===== config.mk =====
export PLATFORM = sky130hd
export DESIGN_NAME = pulse_sequencer
export DESIGN_NICKNAME = d
export VERILOG_FILES = /design/src/rtl/pulse_sequencer.sv
export SDC_FILE = /design/constraint.sdc
export NUM_CORES = 1
export LEC_CHECK = 0
export ABC_AREA = 0
export CAP_MARGIN = 20
export CORE_MARGIN = 4
export CORE_UTILIZATION = 33
export CTS_BUF_LIST = sky130_fd_sc_hd__clkbuf_8
export DETAILED_ROUTE_END_ITERATION = 10
export SYNTH_ARGS = -nofsm -noshare
export SYNTH_HDL_FRONTEND = slang
export SYNTH_SLANG_ARGS = --single-unit

===== constraint.sdc =====
create_clock -name clk -period 6.8 [get_ports clk]
set_input_delay 1.02 -clock clk [delete_from_list [all_inputs] [get_ports clk]]
set_output_delay 1.02 -clock clk [all_outputs]
set_load 0.05 [all_outputs]

===== src/rtl/pulse_sequencer.sv =====
`default_nettype none
// ============================================================================
// pulse_sequencer : NMR pulse programmer (pulse/delay x N, record, gap, x reps)
// Optional abort input: define PULSE_SEQ_ABORT_EN.            Rev 1.0
// ============================================================================
module pulse_sequencer #(
   parameter int N_PULSES = 3,
   parameter int CNT_W    = 32
) (
   input  logic                      clk,
   input  logic                      rst_n,
   input  logic                      start,
`ifdef PULSE_SEQ_ABORT_EN
   input  logic                      abort,
`endif
   input  logic [N_PULSES*CNT_W-1:0] pulse_len,
   input  logic [N_PULSES*CNT_W-1:0] delay_len,
   input  logic [1:0]                n_pulses,
   input  logic [CNT_W-1:0]          rec_len,
   input  logic [CNT_W-1:0]          rep_gap,
   input  logic [15:0]               n_reps,
   output logic                      enable_gen,
   output logic [1:0]                TX_active_phase,
   output logic                      rec_gate,
   output logic                      busy,
   output logic [15:0]               rep_count,
   output logic                      done
);

   localparam logic [CNT_W-1:0] ONE    = {{(CNT_W-1){1'b0}}, 1'b1};
   localparam logic [1:0]       NP_MAX = 2'(N_PULSES);

   typedef enum logic [2:0] {IDLE, PULSE, DELAY, RECORD, GAP} state_t;

   typedef struct packed {
      logic             found;
      state_t           st;
      logic [1:0]       idx;
      logic [CNT_W-1:0] cnt;
   } hit_t;

   state_t           state, nxt_state;
   logic [1:0]       idx, nxt_idx;
   logic [CNT_W-1:0] cnt, nxt_cnt;
   logic [15:0]      nxt_rep_count;
   logic [1:0]       nxt_phase;
   logic             nxt_done;
   logic             load;
   logic             advance;
   int               k_from;
   logic [15:0]      rc_base, rc_inc, rc_next;
   hit_t             hit_a, hit_b, hit_sel;

   logic [CNT_W-1:0] sh_pulse [N_PULSES];
   logic [CNT_W-1:0] sh_delay [N_PULSES];
   logic [1:0]       sh_np;
   logic [CNT_W-1:0] sh_rec, sh_gap;
   logic [15:0]      sh_reps;

   logic [CNT_W-1:0] cf_pulse [N_PULSES];
   logic [CNT_W-1:0] cf_delay [N_PULSES];
   logic [1:0]       in_np, cf_np;
   logic [CNT_W-1:0] cf_rec, cf_gap;
   logic [15:0]      in_reps, cf_reps;

   // In IDLE the live inputs are used so the start cycle can already skip zero-length steps.
   assign in_np   = (n_pulses == 2'd0) ? 2'd1 : ((n_pulses > NP_MAX) ? NP_MAX : n_pulses);
   assign in_reps = (n_reps == 16'd0) ? 16'd1 : n_reps;
   assign cf_np   = (state == IDLE) ? in_np   : sh_np;
   assign cf_rec  = (state == IDLE) ? rec_len : sh_rec;
   assign cf_gap  = (state == IDLE) ? rep_gap : sh_gap;
   assign cf_reps = (state == IDLE) ? in_reps : sh_reps;

   for (genvar i = 0; i < N_PULSES; i++) begin : g_cfg
      assign cf_pulse[i] = (state == IDLE) ? pulse_len[i*CNT_W +: CNT_W] : sh_pulse[i];
      assign cf_delay[i] = (state == IDLE) ? delay_len[i*CNT_W +: CNT_W] : sh_delay[i];
   end

   // Steps within a repetition: 2i = PULSE(i), 2i+1 = DELAY(i), 2*np = RECORD.
   // Returns the first non-zero-length step at or after k.
   function automatic hit_t search(input int k);
      hit_t h;
      h = '0;
      for (int i = 0; i < N_PULSES; i++) begin
         if (!h.found && i < int'(cf_np)) begin
            if (2*i >= k && cf_pulse[i] != '0) begin
               h.found = 1'b1;
               h.st    = PULSE;
               h.idx   = 2'(i);
               h.cnt   = cf_pulse[i] - ONE;
            end else if (2*i+1 >= k && cf_delay[i] != '0) begin
               h.found = 1'b1;
               h.st    = DELAY;
               h.idx   = 2'(i);
               h.cnt   = cf_delay[i] - ONE;
            end
         end
      end
      if (!h.found && 2*int'(cf_np) >= k && cf_rec != '0) begin
         h.found = 1'b1;
         h.st    = RECORD;
         h.cnt   = cf_rec - ONE;
      end
      return h;
   endfunction

   always_comb begin
      nxt_state     = state;
      nxt_idx       = idx;
      nxt_cnt       = cnt;
      nxt_rep_count = rep_count;
      nxt_phase     = TX_active_phase;
      nxt_done      = 1'b0;
      load          = 1'b0;
      advance       = 1'b0;
      k_from        = 0;
      rc_base       = rep_count;
      hit_sel       = '0;

      case (state)
         IDLE: begin
            if (start) begin
               load    = 1'b1;
               advance = 1'b1;
               rc_base = '0;
            end
         end
         PULSE:   k_from = 2*int'(idx) + 1;
         DELAY:   k_from = 2*int'(idx) + 2;
         RECORD:  k_from = 2*int'(cf_np) + 1;
         GAP:     k_from = 0;
         default: k_from = 0;
      endcase

      if (state != IDLE) begin
         if (cnt == '0) advance = 1'b1;
         else           nxt_cnt = cnt - ONE;
      end

      hit_a   = search(k_from);
      hit_b   = search(0);
      rc_inc  = rc_base + 16'd1;
      rc_next = hit_a.found ? rc_base : rc_inc;

      if (advance) begin
         if (!hit_a.found && rc_inc == cf_reps) begin
            nxt_state     = IDLE;
            nxt_done      = 1'b1;
            nxt_rep_count = rc_inc;
         end else if (!hit_a.found && cf_gap != '0) begin
            nxt_state     = GAP;
            nxt_cnt       = cf_gap - ONE;
            nxt_rep_count = rc_inc;
         end else begin
            hit_sel = hit_a.found ? hit_a : hit_b;
            if (hit_sel.found) begin
               nxt_state     = hit_sel.st;
               nxt_cnt       = hit_sel.cnt;
               nxt_rep_count = rc_next;
               if (hit_sel.st != RECORD) nxt_idx   = hit_sel.idx;
               if (hit_sel.st == PULSE)  nxt_phase = hit_sel.idx;
            end else begin
               // Every remaining repetition is zero cycles long.
               nxt_state     = IDLE;
               nxt_done      = 1'b1;
               nxt_rep_count = cf_reps;
            end
         end
      end

`ifdef PULSE_SEQ_ABORT_EN
      if (abort && state != IDLE) begin
         nxt_state     = IDLE;
         nxt_done      = 1'b0;
         nxt_rep_count = rep_count;
         nxt_cnt       = cnt;
         nxt_idx       = idx;
         nxt_phase     = TX_active_phase;
      end
`endif
   end

   always_ff @(posedge clk or negedge rst_n) begin
      if (!rst_n) begin
         state           <= IDLE;
         idx             <= 2'd0;
         cnt             <= '0;
         enable_gen      <= 1'b0;
         TX_active_phase <= 2'd0;
         rec_gate        <= 1'b0;
         busy            <= 1'b0;
         rep_count       <= 16'd0;
         done            <= 1'b0;
         sh_np           <= 2'd0;
         sh_rec          <= '0;
         sh_gap          <= '0;
         sh_reps         <= 16'd0;
         for (int i = 0; i < N_PULSES; i++) begin
            sh_pulse[i] <= '0;
            sh_delay[i] <= '0;
         end
      end else begin
         state           <= nxt_state;
         idx             <= nxt_idx;
         cnt             <= nxt_cnt;
         enable_gen      <= (nxt_state == PULSE);
         TX_active_phase <= nxt_phase;
         rec_gate        <= (nxt_state == RECORD);
         busy            <= (nxt_state != IDLE);
         rep_count       <= nxt_rep_count;
         done            <= nxt_done;
         if (load) begin
            sh_np   <= in_np;
            sh_rec  <= rec_len;
            sh_gap  <= rep_gap;
            sh_reps <= in_reps;
            for (int i = 0; i < N_PULSES; i++) begin
               sh_pulse[i] <= cf_pulse[i];
               sh_delay[i] <= cf_delay[i];
            end
         end
      end
   end

endmodule
`default_nettype wire

**Word level (Yosys, flattened, before mapping)**

Cells that the tools add are included.
Widths: inputs -> output; s select.

- Logic and storage cells: 154
- Register bits after elaboration: 333

- $lt $le $gt $ge: 12
- Add/subtract/negate cells: 13
- Reductions and logical operators: 39
- Multiplexer cells: 61
- Equality and inequality tests: 8
- Bitwise gates (word level): 2

Operator list:

| cell | count |
|---|---|
| $mux 38 | 19 |
| $mux 32 | 16 |
| $sub 32x1->32 const B | 9 |
| $reduce_bool 32->1 | 8 |
| $mux 16 | 8 |
| $ge 3x32->1 const A | 2 |
| $ge 4x32->1 const A | 2 |
| $ge 1x32->1 const A | 1 |
| $ge 2x32->1 const A | 1 |
| $ge 4x32->1 | 1 |
| $logic_not 32->1 | 1 |
| $add 16x1->16 const B | 1 |
| $eq 16x16->1 | 1 |
| $logic_and 1x1->1 | 16 |
| $logic_not 16->1 | 1 |
| $mux 3 | 4 |
| $pmux 4 s3 | 1 |
| $reduce_and 5->1 | 2 |
| $eq 3x1->1 const B | 3 |
| $eq 3x2->1 const B | 3 |
| $add 3x1->4 const B | 2 |
| $mux 1 | 8 |
| $mux 4 | 2 |
| $logic_not 1->1 | 7 |
| 11 further kinds | 16 |

**Depth between registers and ports, before layout**

Gate-level depths: netlist (run 1).

- Depth in word-level cells: 27
- Depth in mapped cells: 28
- Gate-level depth less buffers: 16

**Worst setup path after synthesis (run 1)**

OpenSTA, ideal clock, no wires.

- Path type: reg2reg
- From: reg state[1]
- To: reg TX_active_phase[0]
- Stages on the path, launching flop included: 27
- Path slack: 0.589 ns
- Data arrival time: 6.083 ns
- Period minus slack after synthesis: 6.211 ns
- Cell sequence: dfrtp_1 -> buf_2 -> nor3_4 -> buf_4 -> buf_6 -> buf_4 -> buf_4 -> buf_4 -> buf_2 -> buf_2 -> buf_2 -> buf_4 -> buf_2 -> buf_2 -> mux2i_1 -> ha_1 -> clkbuf_1 -> nand4b_1 -> o22ai_1 -> nand4_2 -> nor4_2 -> and2_0 -> clkbuf_1 -> o31ai_1 -> a21oi_1 -> nand2b_1 -> mux2_1

- Word-level cells in the longest chain between the ends: 23
- Elaborated cells on any way between the ends: 90

RTL lines:

| what | RTL line | source |
|---|---|---|
| start: declaration | 42 | `state_t state, nxt_state;` |
| start signal: assignment | 203 | `state <= nxt_state;` |
| parallel branches: the longest is 23 deep, another holds $ge 2x32->1 | n/a |  |
| end signal: assignment | 207 | `TX_active_phase <= nxt_phase;` |
| end: declaration | 23 | `output logic [1:0] TX_active_phase,` |

Several ways; the timed one is not identified.
A chain may end at the register's enable or synchronous reset.

**Worst setup path after layout (run 1)**

- From: reg state[0]
- To: reg cnt[25]

- Word-level cells in the longest chain between the ends: 24
- Elaborated cells on any way between the ends: 101

RTL lines:

| what | RTL line | source |
|---|---|---|
| $logic_not 3->1 | n/a |  |
| $mux 2 | 69 | `assign cf_np = (state == IDLE) ? in_np : sh_np;` |
| $add 3x1->4 | 130 | `RECORD: k_from = 2*int'(cf_np) + 1;` |
| $pmux 4 s3 | 120 | `case (state)` |
| $ge 2x32->1 | 91 | `end else if (2*i+1 >= k && cf_delay[i] != '0) begin` |
| $logic_and 1x1->1 | 91 |  |
| $mux 38 | 91 |  |
| $mux 38 | 86 | `if (2*i >= k && cf_pulse[i] != '0) begin` |
| [... 8 more ...] | n/a |  |
| $logic_and 1x1->1 (2 in a row) | 99 | `if (!h.found && 2*int'(cf_np) >= k && cf_rec != '0) begin` |
| $mux 32 or $mux 4 (tied branches) | 99 |  |
| $mux 38 or $logic_not 1->1 (tied branches) | 155, 146, 150 |  |
| $mux 32 or $logic_and 1x1->1 (tied branches) | 156, 150 |  |
| $mux 32 | 150 | `end else if (!hit_a.found && cf_gap != '0) begin` |
| $mux 32 | 146 | `if (!hit_a.found && rc_inc == cf_reps) begin` |
| $mux 32 (*) | 145 | `if (advance) begin` |
| via nxt_cnt[25] | 44 | `logic [CNT_W-1:0] cnt, nxt_cnt;` |
| end signal: assignment | 205 | `cnt <= nxt_cnt;` |
| end: declaration | 44 |  |

The timed path passes the listed nets; every way through them passes the cells marked *.

==> results of run 1 <==
-- per-layer routing --
metal / global-route usage, % / vias up / share of wire [%]
met5: 0 / - / 0.044
met4: 11.64 / 10 / 4.6
met3: 5.179 / 311 / 8.2
met2: 45.47 / 1699 / 46
met1: 37.28 / 16060 / 41
li1: - / 15390 / -
-- logic make-up after synthesis --
group	synth area share, %
AND/OR/NAND/NOR	33.04
AO/OA/AOI/OAI	17.94
XOR/XNOR	9.847
flip-flops	27.32
buffers and inverters	3.617
multiplexers	7.588
adder cells (fa/ha/maj)	0.6562
-- metrics by stage --
step                power [mW]  utilization, %
floorplan                8.995               -
detailed placement       12.68           38.01
global route             16.09           39.63
global placement         12.64           38.00
CTS                      15.08           39.62
finish                   15.31           39.63
-- worst max path at each step --
stage | from | to | slack (ns) | depth (start not counted)
global placement | pulse_len[24] | cnt[0]$_DFF_PN0_ | 1.03 | 12
detailed placement | pulse_len[0] | cnt[28]$_DFF_PN0_ | 0.98 | 15
global route | state[0]$_DFF_PN0_ | cnt[28]$_DFF_PN0_ | 0.95 | 16
floorplan | state[1]$_DFF_PN0_ | TX_active_phase[0]$_DFFE_PN0P_ | 0.59 | 26
finish | state[0]$_DFF_PN0_ | cnt[25]$_DFF_PN0_ | 1.25 | 15
CTS | state[0]$_DFF_PN0_ | cnt[28]$_DFF_PN0_ | 1.38 | 16
-- state kept, by name, indices dropped and copies added, names as in the netlist --
name             flops
idx                  2
sh_rec              32
state                3
busy                 1
sh_pulse            96
TX_active_phase      2
sh_np                2
sh_reps             16
rec_gate             1
done                 1
rep_count           16
sh_delay            96
sh_gap              32
enable_gen           1
cnt                 32
-- where the power goes --
| part | leakage, nW | switching, mW | internal, mW | total, mW |
|---|---|---|---|---|
| Sequential | 4.18 | 1.02 | 2.85 | 3.87 |
| Combinational | 9.33 | 6.07 | 3.05 | 9.12 |
| Clock | 0.834 | 1.05 | 1.27 | 2.32 |
| Total | 14.3 | 8.14 | 7.17 | 15.3 |
-- layout by cell type, fill, tap and decap left out, types with 47 or more instances in the layout --
cell and count:
a211oi_1 47, a21oi_1 181, a22oi_1 60, buf_4 91, clkbuf_8 94, clkdlybuf4s50_1 297, dfrtp_1 333, mux2i_1 211
nand2_1 1072, nand3_1 117, nand4_1 62, nor2_1 316, nor3_1 212, nor4_1 85, o21ai_0 167, o22ai_1 57
or4_1 51, xnor2_1 196, xor2_1 147
-- area by class of cell --
| cell class | instances | area, um2 |
|---|---|---|
| Clock inverter | 34 | 186.4 |
| Inverter | 18 | 67.56 |
| Tap cell | 1186 | 1484 |
| Multi-Input combinational cell | 3570 | 21100 |
| Clock buffer | 94 | 1294 |
| Antenna cell | 2 | 5.005 |
| Sequential cell | 333 | 8333 |
| Fill cell | 9551 | 55330 |
| Timing Repair Buffer | 400 | 3861 |
-- worst max-delay path, delay by kind of cell (launching register included) --
kind / cells / cell delay [ns]
simple gates: 4 / 1.39
compound gates: 7 / 2.35
buf+inv: 1 / 0.28
flops: 1 / 0.43
mux: 2 / 0.68
fa+ha+maj: 1 / 0.25
==> impl_metrics.env, run 1 <==
export IMPL_slew_viol_final=0
export IMPL_syn_cell_area_um2=30510
export IMPL_syn_avg_cell_area_um2=7.351
export IMPL_worst_pin_slew_ns=1.074
export IMPL_slowest_delay_ns=0.67
export IMPL_cts_buffers=70
export IMPL_startpoint_type="register"
export IMPL_crit_path_frequent_cell="nor2_1"
export IMPL_report_final_setup_viol=0
export IMPL_netlist_cell_type_count=107
export IMPL_netlist_area_leader_share_pct=27.32
export IMPL_die_h_um=312.0
export IMPL_period_needed_ns=5.546
export IMPL_end_kind="register"
export IMPL_core_um2=91660
export IMPL_row_count=111
export IMPL_arrival_ns=6.10
export IMPL_skew_ns=0.06485
export IMPL_drc=0
export IMPL_ioPinCount=299
export IMPL_ir_drop_mv=0.2232
export IMPL_crit_fanout=48
export IMPL_synth_edf_count=0
export IMPL_globalplace_congestion=1.075
export IMPL_ant_nets=0
export IMPL_clock_latency_ns=0.72
export IMPL_hold_viol=0
export IMPL_cts_resized=0
export IMPL_routedWlPerCell_um=25.41
export IMPL_leakage_nw=14.34
export IMPL_status="complete, no violations"
export IMPL_p_per_area_nw_per_um2=421.4
export IMPL_cts_tree="done"
export IMPL_hp_class="in2async"
export IMPL_timing_rr_end="cnt[25]$_DFF_PN0_"
export IMPL_post_cts_buffers=0
export IMPL_start_util_pct=33.28
export IMPL_setup_slack_ns=1.254
export IMPL_place_area_um2=34840
export IMPL_clk_pin_slew_ns=0.06
export IMPL_post_route_cell_area_um2=36330
export IMPL_final_cells=5637
export IMPL_cts_buffer_depth=3
export IMPL_fin_crit_sh_pct=81.56
export IMPL_yosysSeqAreaShare_pct=27.32
export IMPL_holdWs_ns=0.2684
export IMPL_dp_hpwl_um=110800
export IMPL_criticalPathCategory="reg2reg"
export IMPL_worstPathRequired_ns=7.35
export IMPL_port_buffers=298
export IMPL_area_delta_synth_final_pct=19.09
export IMPL_tns_ns=0
export IMPL_vias=33470
export IMPL_drive_gt1_share_pct=6.855
export IMPL_max_slew_margin_rel_pct=28.40
export IMPL_grt_overflow_total=0
export IMPL_ys_warn_count=0
export IMPL_cts_root_buf="clkbuf_8"
export IMPL_routed_wl_um=143200
export IMPL_grt_pass1_vias=31890
export IMPL_via_per_inst=5.938
export IMPL_dp_cells=5506
export IMPL_path_cells="nor3_4 -> buf_12 -> mux2i_1 -> ha_1 -> nor4b_1 -> mux2_2 -> a21boi_1 -> o21a_2 -> o211ai_4 -> nor2_1 -> nor2_1 -> a222oi_1 -> o211ai_1 -> a31oi_1 -> o221ai_1"
export IMPL_rr_worst_depth=15
export IMPL_yosysTopAreaCell="dfrtp_1"
export IMPL_nets=4686
export IMPL_grt_pass1_wl_um=211000
export IMPL_synth_area_leaders="dfrtp_1 (27%), nand2_1 (13%), mux2i_1 (6.9%)"
export IMPL_synth_nets=4443
export IMPL_ys_ff_latch=333
export IMPL_clock_sinks=333
export IMPL_grtUsageTotal_pct=28.21
export IMPL_crit_slowest_cell="a222oi_1"
export IMPL_antenna_found_initial=7
export IMPL_first_iter_violations=3645
export IMPL_drv_cap=0
export IMPL_synthFlopType="dfrtp_1"
export IMPL_die_w_um=312.0
export IMPL_pre_cts_slack_ns=0.9765
export IMPL_htreeDepth=3
export IMPL_rrSetupSlack_ns=1.25
export IMPL_die_area_um2=97370
export IMPL_max_freq_ghz=0.1803
export IMPL_first_pass_iters=8
export IMPL_holdBufCountCts=0
export IMPL_synthCells=4150
export IMPL_grt_max_degree=154
export IMPL_synthTopCellsByCount="nand2_1 (1,072), dfrtp_1 (333), nor2_1 (316)"
export IMPL_worstReg2RegStart="state[0]$_DFF_PN0_"
export IMPL_grt_setup_unrepaired="false"
export IMPL_yosysMostFrequentCell="nand2_1"
export IMPL_async_flop_share_pct=100.0
Power figures use the tool's default switching activity.
==> run 2: changes to the inputs <==
clock period = 4.76 ns   (was 6.8 ns; I/O delays follow)
==> run 2 against run 1 <==
Flip-flop and latch count is the same. Clock skew shrank 0.026 ns. Clock power grew 44%. Die area is the same. Global-route usage grew 0.21 points. Core utilization grew 4.1 points. Final cell count grew 7.8%. Register-to-register slack lost 1.1 ns. Clock-buffer cell count shrank 8. Via count grew 5.3%. Critical path type unchanged.
==> impl_metrics.env, run 2 (synthesis gave the netlist of run 1 again) <==
export IMPL_status="complete, no violations"
export IMPL_startpoint_type="register"
export IMPL_start_util_pct=33.28
export IMPL_skew_ns=0.03913
export IMPL_cts_root_buf="clkbuf_8"
export IMPL_grt_pass1_wl_um=214200
export IMPL_grt_setup_unrepaired="false"
export IMPL_final_common_cell="nand2_1"
export IMPL_internal_power_mw=11.50
export IMPL_max_slew_margin_rel_pct=24.91
export IMPL_die_area_um2=97370
export IMPL_dp_hpwl_um=114900
export IMPL_mostFrequentLayoutCells="nand2_1 (1,069), buf_4 (519), dfrtp_1 (333)"
export IMPL_utilization_pct=43.71
export IMPL_hold_viol=0
export IMPL_clock_sinks=333
export IMPL_port_buffers=298
export IMPL_max_freq_ghz=0.2168
export IMPL_die_w_um=312.0
export IMPL_combPwrFrac_pct=62.0
export IMPL_rrSetupSlack_ns=0.15
export IMPL_area_delta_synth_final_pct=31.34
export IMPL_timing_rr_end="cnt[22]$_DFF_PN0_"
export IMPL_drc=0
export IMPL_seqPwrFrac_pct=23.7
export IMPL_grt_pass1_vias=33450
export IMPL_dp_cells=5947
export IMPL_ioPinCount=299
export IMPL_leakage_nw=16.58
export IMPL_via_per_inst=5.803
export IMPL_first_iter_violations=3952
export IMPL_ir_drop_mv=0.2080
export IMPL_vias=35250
export IMPL_hp_class="in2async"
export IMPL_criticalPathCategory="reg2reg"
export IMPL_report_final_setup_viol=0
export IMPL_post_route_cell_area_um2=40070
export IMPL_final_cells=6074
export IMPL_clk_pin_slew_ns=0.06
export IMPL_arrival_ns=5.21
export IMPL_nets=5126
export IMPL_routedWlPerCell_um=23.78
export IMPL_fin_crit_sh_pct=96.91
export IMPL_ant_nets=0
export IMPL_critical_path_startpoint="state[0]$_DFF_PN0_"
export IMPL_holdBufCountCts=0
export IMPL_clkPwrFrac_pct=14.3
export IMPL_antenna_found_initial=5
export IMPL_die_h_um=312.0
export IMPL_row_count=111
export IMPL_n_fill_cell=9310
export IMPL_finalPower_mw=23.39
export IMPL_reg_top3="sh_delay x96, sh_pulse x96"
export IMPL_cts_buffers=70
export IMPL_core_um2=91660
export IMPL_worstPathRequired_ns=5.36
export IMPL_globalplace_congestion=1.101
export IMPL_period_needed_ns=4.613
export IMPL_htreeDepth=3
export IMPL_worstReg2RegStart="state[0]$_DFF_PN0_"
export IMPL_clock_latency_ns=0.72
export IMPL_cts_tree="done"
export IMPL_grt_overflow_total=0
export IMPL_slew_viol_final=0
export IMPL_first_pass_iters=9
export IMPL_drive_gt1_share_pct=16.00
export IMPL_routed_wl_um=144400
export IMPL_sw_frac_of_total_pct=50.85
export IMPL_grt_max_degree=180
export IMPL_grtUsageTotal_pct=28.42
export IMPL_place_area_um2=38590
export IMPL_rr_worst_depth=15
export IMPL_crit_fanout=7
export IMPL_end_kind="register"
export IMPL_cts_buffer_depth=3
export IMPL_drv_cap=0
export IMPL_switching_power_mw=11.90
export IMPL_p_per_area_nw_per_um2=583.9
export IMPL_worst_pin_slew_ns=1.126
==> run 2: area by class of cell <==
class,instances,area (um2),area share (%)
inverters,18,67.56,0.1686
multi-input cells,3570,21380,53.35
flip-flops and latches,333,8333,20.80
diodes,2,5.005,0.01249
clock inverters,39,272.8,0.6808
repair buffers,840,7345,18.33
well taps,1186,1484,3.704
clock buffers,86,1184,2.954
==> run 2: worst max path at each step <==
stage	to	cells after the start
2_1_floorplan	TX_active_phase[0]$_DFFE_PN0P_	27
3_3_place_gp	cnt[22]$_DFF_PN0_	15
3_5_place_dp	cnt[22]$_DFF_PN0_	15
4_1_cts	cnt[22]$_DFF_PN0_	17
5_1_grt	cnt[22]$_DFF_PN0_	17
6_report	cnt[22]$_DFF_PN0_	15
==> run 2: power by group through the flow <==
stage / clock network, mW / registers [mW] / logic [mW]
2_1_floorplan: 0 / 5.19 / 7.91
3_3_place_gp: 0 / 5.49 / 14.0
3_5_place_dp: 0 / 5.52 / 14.0
4_1_cts: 3.42 / 5.49 / 14.1
5_1_grt: 3.54 / 5.71 / 15.3
6_report: 3.33 / 5.55 / 14.5
==> run 2: timing repair <==
item,4_1_cts,5_1_grt
gates resized for setup,0,3
setup buffers,0,0
setup endpoints to repair,0,2
==> run 2: critical path, stage by stage, from the launching register on <==
cell	delay [ns]
dfrtp_1	0.43
nor3_4	0.28
buf_4	0.23
mux2i_1	0.28
buf_4	0.21
ha_1	0.32
nand4_1	0.15
a22oi_1	0.24
nand2_1	0.10
xnor2_1	0.46
o22ai_1	0.22
o21ai_0	0.50
a21oi_1	0.16
a2111oi_1	0.63
buf_4	0.21
o21ai_0	0.06
==> run 2: metal layers <==
layer,vias up,track usage (%),share of wire [%]
li1,16290,-,-
met1,16970,37.50,41
met2,1655,45.84,45
met3,334,5.066,8.3
met4,4,12.10,4.9
met5,-,0,0.019
==> run 2: through the flow <==
step | TNS [ns] | setup slack, ns | hold WS [ns]
after CTS | 0 | 0.2120 | 0.04096
final | 0 | 0.1472 | 0.04273
after global routing | 0 | 0.05726 | 0.1053
after global placement | -0.3930 | -0.2529 | 0.4531
after floorplan | -6.012 | -0.2504 | 0.4184
after detailed placement | -0.5595 | -0.2030 | 0.4584
